**src/rtl/hpdcache_pkg.sv**
```systemverilog
// hpdcache_pkg: shared constants and types for the HPDcache directory
package hpdcache_pkg;
  localparam int HPDCACHE_SETS = 128;
  localparam int HPDCACHE_WAYS = 4;
  localparam int HPDCACHE_DIR_ENTRY_W = 32;
  localparam int HPDCACHE_DIR_STARVE_MAX = 4;
  typedef logic [$clog2(HPDCACHE_SETS)-1:0] hpdcache_dir_addr_t;
  typedef logic [HPDCACHE_WAYS-1:0] hpdcache_way_vector_t;
  typedef logic [HPDCACHE_DIR_ENTRY_W-1:0] hpdcache_dir_entry_t;
  typedef enum logic {SWEEP, RUN} dir_state_e;
endpackage

```
**src/rtl/hpdcache_dir_arb.sv**
```systemverilog
// hpdcache_dir_arb: refill-over-core fixed priority with a core starvation escape
module hpdcache_dir_arb
  import hpdcache_pkg::*;
#(
  parameter int STARVE_MAX = HPDCACHE_DIR_STARVE_MAX
) (
  input  logic       clk_i,
  input  logic       rst_ni,
  input  logic       run,
  input  logic       en,
  input  logic [1:0] req,
  output logic [1:0] gnt
);
  localparam int SW = $clog2(STARVE_MAX + 1);
  logic [SW-1:0] starve;
  logic starved;
  assign starved = starve == SW'(STARVE_MAX);
  assign gnt[0] = en & req[0] & ~(req[1] & starved);
  assign gnt[1] = en & req[1] & ~gnt[0];
  always_ff @(posedge clk_i)
    if (!rst_ni || !req[1] || gnt[1]) starve <= '0;
    else if (run && !starved) starve <= starve + SW'(1);
endmodule

```
**src/rtl/hpdcache_dir_ctrl.sv**
```systemverilog
// hpdcache_dir_ctrl: directory init/flush sweeper and refill/core port arbiter
module hpdcache_dir_ctrl
  import hpdcache_pkg::*;
#(
  parameter int SETS = HPDCACHE_SETS,
  parameter int WAYS = HPDCACHE_WAYS,
  parameter int ENTRY_W = HPDCACHE_DIR_ENTRY_W,
  parameter int STARVE_MAX = HPDCACHE_DIR_STARVE_MAX,
  localparam int AW = $clog2(SETS),
  localparam int DW = WAYS * ENTRY_W
) (
  input  logic            clk_i,
  input  logic            rst_ni,
  input  logic            flush_i,
  output logic            flush_done_o,
  output logic            init_done_o,
  input  logic            refill_req_i,
  output logic            refill_gnt_o,
  input  logic [WAYS-1:0] refill_we_i,
  input  logic [AW-1:0]   refill_set_i,
  input  logic [DW-1:0]   refill_wentry_i,
  output logic            refill_rvalid_o,
  input  logic            core_req_i,
  output logic            core_gnt_o,
  input  logic [WAYS-1:0] core_cs_i,
  input  logic [WAYS-1:0] core_we_i,
  input  logic [AW-1:0]   core_set_i,
  input  logic [DW-1:0]   core_wentry_i,
  output logic            core_rvalid_o,
  output logic [DW-1:0]   dir_rentry_o,
  output logic [AW-1:0]   dir_addr_o,
  output logic [WAYS-1:0] dir_cs_o,
  output logic [WAYS-1:0] dir_we_o,
  output logic [DW-1:0]   dir_wentry_o,
  input  logic [DW-1:0]   dir_rentry_i
);
  dir_state_e state;
  logic [AW-1:0] cnt;
  logic flushing, sweep, last;
  logic [1:0] gnt;
  logic [WAYS-1:0] cs, we;
  assign sweep = state == SWEEP;
  assign last = sweep && cnt == AW'(SETS - 1);
  hpdcache_dir_arb #(.STARVE_MAX(STARVE_MAX)) arb (
    .clk_i  (clk_i),
    .rst_ni (rst_ni),
    .run    (!sweep),
    .en     (!sweep && !flush_i),
    .req    ({core_req_i, refill_req_i}),
    .gnt    (gnt)
  );
  assign refill_gnt_o = gnt[0];
  assign core_gnt_o = gnt[1];
  assign flush_done_o = last & flushing;
  assign dir_rentry_o = dir_rentry_i;
  always_comb begin
    dir_addr_o = sweep ? cnt : gnt[0] ? refill_set_i : core_set_i;
    cs = (sweep || gnt[0]) ? '1 : gnt[1] ? core_cs_i : '0;
    we = sweep ? '1 : gnt[0] ? refill_we_i : gnt[1] ? core_we_i : '0;
    dir_wentry_o = sweep ? '0 : gnt[0] ? refill_wentry_i : core_wentry_i;
  end
  // The memarray must never see an enable while reset is asserted.
  assign dir_cs_o = cs & {WAYS{rst_ni}};
  assign dir_we_o = we & {WAYS{rst_ni}};
  always_ff @(posedge clk_i)
    if (!rst_ni) begin
      state <= SWEEP;
      cnt <= '0;
      flushing <= 1'b0;
      init_done_o <= 1'b0;
      refill_rvalid_o <= 1'b0;
      core_rvalid_o <= 1'b0;
    end else begin
      refill_rvalid_o <= gnt[0] && refill_we_i != '1;
      core_rvalid_o <= gnt[1] && |core_cs_i && core_we_i != core_cs_i;
      if (!sweep) begin
        if (flush_i) begin
          state <= SWEEP;
          flushing <= 1'b1;
        end
      end else begin
        cnt <= cnt + AW'(1);
        if (last) begin
          state <= RUN;
          init_done_o <= 1'b1;
          flushing <= 1'b0;
        end
      end
    end
endmodule

```
**config.mk**
```make
export PLATFORM = sky130hd
export DESIGN_NAME = hpdcache_dir_ctrl
export DESIGN_NICKNAME = d
export VERILOG_FILES = /design/src/rtl/hpdcache_pkg.sv /design/src/rtl/hpdcache_dir_arb.sv /design/src/rtl/hpdcache_dir_ctrl.sv
export SDC_FILE = /design/constraint.sdc
export NUM_CORES = 1
export LEC_CHECK = 0
export CAP_MARGIN = 20
export CORE_AREA = 5 5 270 272
export DETAILED_ROUTE_END_ITERATION = 10
export DIE_AREA = 0 0 275 277
export GPL_TIMING_DRIVEN = 0
export SETUP_SLACK_MARGIN = 0.05
export SKIP_CTS_REPAIR_TIMING = 1
export SLEW_MARGIN = 10
export SYNTH_ARGS = -nofsm -noshare
export SYNTH_HDL_FRONTEND = slang
export SYNTH_SLANG_ARGS = --single-unit
```
**constraint.sdc**
```tcl
create_clock -name clk_i -period 2.73 [get_ports clk_i]
set_input_delay 0.546 -clock clk_i [delete_from_list [all_inputs] [get_ports clk_i]]
set_output_delay 0.546 -clock clk_i [all_outputs]
set_load 0.03 [all_outputs]
```
Word-level counts from Yosys, hierarchy flattened
Index checks and enable logic that the tools add are counted.

operators by class
  $add $sub $neg = 2
  multiply operators = 0
  divide/modulo/power cells = 0
  magnitude comparators = 0
  eq/ne operators = 5
  shifts and indexed selects = 0
  muxes and demuxes = 15
  bitwise operators = 11
  reductions and logical operators = 17

operators with widths
  kind                   count
  $mux W128              2
  $mux W4                5
  $mux W7                2
  $and A4 B4 Y4          2
  $add A7 B1 Y7 const B  1
  $eq A7 B7 Y1 const B   1
  $and A1 B1 Y1          6
  $logic_and A1 B1 Y1    6
  $mux W1                6
  $logic_not A1 Y1       4
  $ne A4 B4 Y1           1
  $ne A4 B4 Y1 const B   1
  $reduce_and A2 Y1      2
  $reduce_or A4 Y1       1
  $add A3 B1 Y3 const B  1
  $eq A3 B3 Y1 const B   1
  $logic_or A1 B1 Y1     3
  $not A1 Y1             3
  $ne A2 B2 Y1 const B   1
  $reduce_bool A2 Y1     1

storage, ports and cells
  register bits = 15
  bits in latches = 0
  RAM bits = 0
  ROM bits = 0
  output and inout port bits = 277
  word-level logic and storage cells = 57
  memories = 0

Longest topological paths before layout
Gate-level depths: netlist of run 1.

  word-level depth = 10
  gate-level depth with buffers = 8

Cells and area by module
Synthesis of run 1 repeated with hierarchy kept, for this count alone.

second synthesis, totals
  cell total of the unflattened synthesis = 535
  area total of the unflattened synthesis = 4186.5 um2

by module, submodules not included
  module             times used  cells an instance  area each (um2)  sequential area each (um2)
  hpdcache_dir_ctrl  1           513                3986.3           240.2
  hpdcache_dir_arb   1           22                 200.2            60.1

Worst setup path before layout of run 1
Ideal clock, no wire load.

  path type = input -> output
  start = in flush_i
  end = out dir_we_o[0]
  data arrival time = 1.941 ns
  slack = 0.243 ns
  cell stages on the path = 5
  path buffers = 2
  cells stage by stage = and3b_1 -> buf_4 -> buf_6 -> nand2_4 -> a311oi_1

between the ends
  word-level cells in the longest chain between the ends = 10
  elaborated cells between the ends (all ways) = 11
  classes of those cells = mux (3); bitwise (6); reduce/logical (2)

ends and longest elaborated chain
  element                     RTL line                 text
  from (decl)                 hpdcache_dir_ctrl.sv:14  input logic flush_i,
  $logic_not A1 Y1 *          hpdcache_dir_ctrl.sv:48  .en (!sweep && !flush_i),
  $logic_and A1 B1 Y1 *       hpdcache_dir_ctrl.sv:48
  $and A1 B1 Y1 (2 in a row)  hpdcache_dir_arb.sv:18   assign gnt[0] = en & req[0] & ~(req[1] & starved);
  $not A1 Y1                  hpdcache_dir_arb.sv:19   assign gnt[1] = en & req[1] & ~gnt[0];
  $and A1 B1 Y1               hpdcache_dir_arb.sv:19
  $mux W4                     hpdcache_dir_ctrl.sv:59  we = sweep ? '1 : gnt[0] ? refill_we_i : gnt[1] ? core_we_i : '0;
  $mux W4 * (2 in a row)      hpdcache_dir_ctrl.sv:59
  $and A4 B4 Y4 *             hpdcache_dir_ctrl.sv:64  assign dir_we_o = we & {WAYS{rst_ni}};
  to (decl)                   hpdcache_dir_ctrl.sv:33  output logic [WAYS-1:0] dir_we_o,

Mark *: on every way between the ends. The rest lies on a longest branch, timed or not.

Worst setup path in the final report of run 1
  start = reg arb.starve[1]
  end = out dir_wentry_o[103]

between the ends
  word-level cells in the longest chain between the ends = 6

ends and longest elaborated chain
  element                 RTL line                 text
  from (decl)             hpdcache_dir_arb.sv:15   logic [SW-1:0] starve;
  from (signal assigned)  hpdcache_dir_arb.sv:22   else if (run && !starved) starve <= starve + SW'(1);
  $eq A3 B3 Y1            hpdcache_dir_arb.sv:17   assign starved = starve == SW'(STARVE_MAX);
  $and A1 B1 Y1           hpdcache_dir_arb.sv:18
  $not A1 Y1              hpdcache_dir_arb.sv:18
  $and A1 B1 Y1           hpdcache_dir_arb.sv:18
  $mux W128 (2 in a row)  hpdcache_dir_ctrl.sv:60  dir_wentry_o = sweep ? '0 : gnt[0] ? refill_wentry_i : core_wentry_i;
  to (decl)               hpdcache_dir_ctrl.sv:34  output logic [DW-1:0] dir_wentry_o,

No other way between the ends.

==> results of run 1 <==
-- synthesized netlist by cell type (all sizes together) (3+ instances only) --
| master | n | area [um2] |
|---|---|---|
| ha | 3 | 37.5 |
| inv | 5 | 18.8 |
| nand4b | 3 | 41.3 |
| clkbuf | 50 | 203 |
| nand3 | 137 | 686 |
| nor3 | 4 | 20.0 |
| a311oi | 4 | 35.0 |
| a21oi | 5 | 25.0 |
| or3 | 3 | 18.8 |
| a31oi | 11 | 68.8 |
| nand2 | 16 | 67.6 |
| nor2 | 14 | 52.6 |
| xor2 | 7 | 61.3 |
| a21boi | 130 | 976 |
| o21ai | 138 | 691 |
| buf | 158 | 1150 |
| dfxtp | 15 | 300 |
-- worst paths after layout --
check	startpoint	endpoint	slack, ns	cells after the start
setup / recovery	arb.starve[1]$_SDFFE_PP0P_	dir_wentry_o[103]	0.08	8
hold / removal	flushing$_SDFFE_PN0P_	flushing$_SDFFE_PN0P_	0.46	2
setup reg to reg	arb.starve[1]$_SDFFE_PP0P_	refill_rvalid_o$_SDFF_PN0_	1.24	8
hold reg to reg	flushing$_SDFFE_PN0P_	flushing$_SDFFE_PN0P_	0.46	2
-- critical path, cell delays in order, from the launching register on --
cell	delay, ns
dfxtp_1	0.32
inv_1	0.10
ha_4	0.15
and3_4	0.31
clkbuf_16	0.24
buf_12	0.17
o21ai_0	0.10
a21boi_1	0.21
clkbuf_4	0.24
-- state kept, by name, indices dropped and copies added (netlist names) --
| register | flops |
|---|---|
| arb.starve | 3 |
| cnt | 7 |
| refill_rvalid_o | 1 |
| core_rvalid_o | 1 |
| flushing | 1 |
| state | 1 |
| init_done_o | 1 |
-- layout make-up --
class	count	area [um2]	share of cell area
Tap cell	950	1190	0.102
Sequential cell	15	300	0.0257
Timing Repair Buffer	573	5380	0.461
Multi-Input combinational cell	497	3070	0.263
Antenna cell	7	17.5	0.00150
Inverter	5	18.8	0.00161
Clock buffer	4	78.8	0.00675
Buffer	208	1620	0.139
-- cell families after synthesis --
kind of cell | synth area share
and+or+nand+nor | 0.215
adders and majority gates | 0.00812
AOI/OAI and AO/OA | 0.399
buffers and inverters | 0.296
xor gates and xnor gates | 0.0152
DFF | 0.0649
muxes | 0.00216
-- power by group through the flow --
stage,registers (mW),logic (mW),clock network (mW)
2_1_floorplan,0.232,0.436,0
4_1_cts,0.229,1.11,0.298
6_report,0.229,1.10,0.292
3_5_place_dp,0.234,1.10,0
5_1_grt,0.230,1.16,0.304
3_3_place_gp,0.234,1.10,0
-- metrics by stage --
stage	instances	instance area, um2
floorplan	725	4620
detailed placement	2238	11400
finish	2259	11700
global placement	2238	11400
global route	2253	11700
CTS	2242	11500
-- layer usage --
layer	wire (um)	global-route usage
met4	689	0.0216
met3	5540	0.0461
met1	18500	0.126
met5	141	0
met2	21600	0.184
==> results.cfg, run 1 <==
[pwr]
comb_power_share = 0.679
swShare = 0.326
clock_power_share = 0.180
pwr-share-seq = 0.141
power_density_nw_per_um2 = 139
p_int_mw = 1.10
p_sw_mw = 0.529
ir_drop_uv = 160
leakagePower_nw = 4.59
finalPower_mw = 1.62

[layout]
mostFrequentLayoutCells = clkdlybuf4s50_1, buf_4, nand3_1
fillers = 8072
final_core_util = 0.166
syn_to_final_growth_pct = 152
final_nets = 1721
mostFrequentLayoutCell = clkdlybuf4s50_1
drive_above_1_share = 0.284

[logic_synthesis]
synthArstFlopShare = 0
synth_cell_types = 41
yosys_most_used_dff = dfxtp_1
synth-seq-area-share = 0.0649
avgSynthCellArea_um2 = 6.38
ys_seq_elements = 15
yosysWarnings = 0
synthCells = 725
syn_nets = 1143
synth_area_um2 = 4620
synth_edf_count = 0

[drt]
viasPerCell = 3.37
vias = 7605
dr.pass1.iters = 4
drt_iter0_drc = 228
drcViolationCount = 0
final_antenna_net_count = 0
wl_per_cell_um = 20.6
wirelength_um = 46400

[grt]
grt_max_degree = 11
antenna_found_initial = 24
grt_pass1_wl_um = 59000
grt_pass1_vias = 7836
grt_usage = 0.108
overflow = 0

[setup_path]
worstPathMaxFanout = 10
worstSetupStartpointType = register
crit_required_ns = 2.18
path_class = register to output port
crit_arrival_ns = 2.10
cp-end-kind = output port

[clocking]
cts_buffer_depth = 2
clk_pin_slew_ns = 0.05
cts.sinks = 15
cts_root_buffer = clkbuf_16
cts_buffers = 3
htreeDepth = 1
clock_latency_ns = 0.25
cts_tree = done

[place]
post-place-ws_ns = -1.48
io_buffers = 563
finalWeightedCongestion = 0.800
dp_hpwl_um = 39600

[hold_path]
min_path_type = register to register

[timing]
setup_viol = 0
setup_slack_ns = 0.0798
setup_tns_ns = 0
hold_slack_ns = 0.464
rsz0062_at_grt = true
max_freq_mhz = 377
fin_worst_skew_ns = 0.00261
relSlewSlack = 0.657
period_needed_ns = 2.65
drv_slew = 0
worstMarginPinSlew_ns = 0.515
fin_crit_sh = 0.971
final_hold_viol_count = 0

[die]
initial_core_util = 0.0656
die-area_um2 = 76200
die_x_um = 275
io_pins = 692
row_count = 98
core_area_um2 = 70500
die_y_um = 277

[job]
drv_cap = 0

[outcome]
status = complete, no violations
Note: power is estimated with default switching activity, not from simulation.
==> run 2: changes to the inputs <==
CTS_CLUSTER_DIAMETER = 30   (was unset)
==> results of run 2 <==
The final DEF is identical to that of run 1; final timing and power are the same.
==> run 3: changes to the inputs <==
CAP_MARGIN = unset   (was 20)
==> results of run 3 <==
The final DEF is identical to that of run 1; final timing and power are the same.
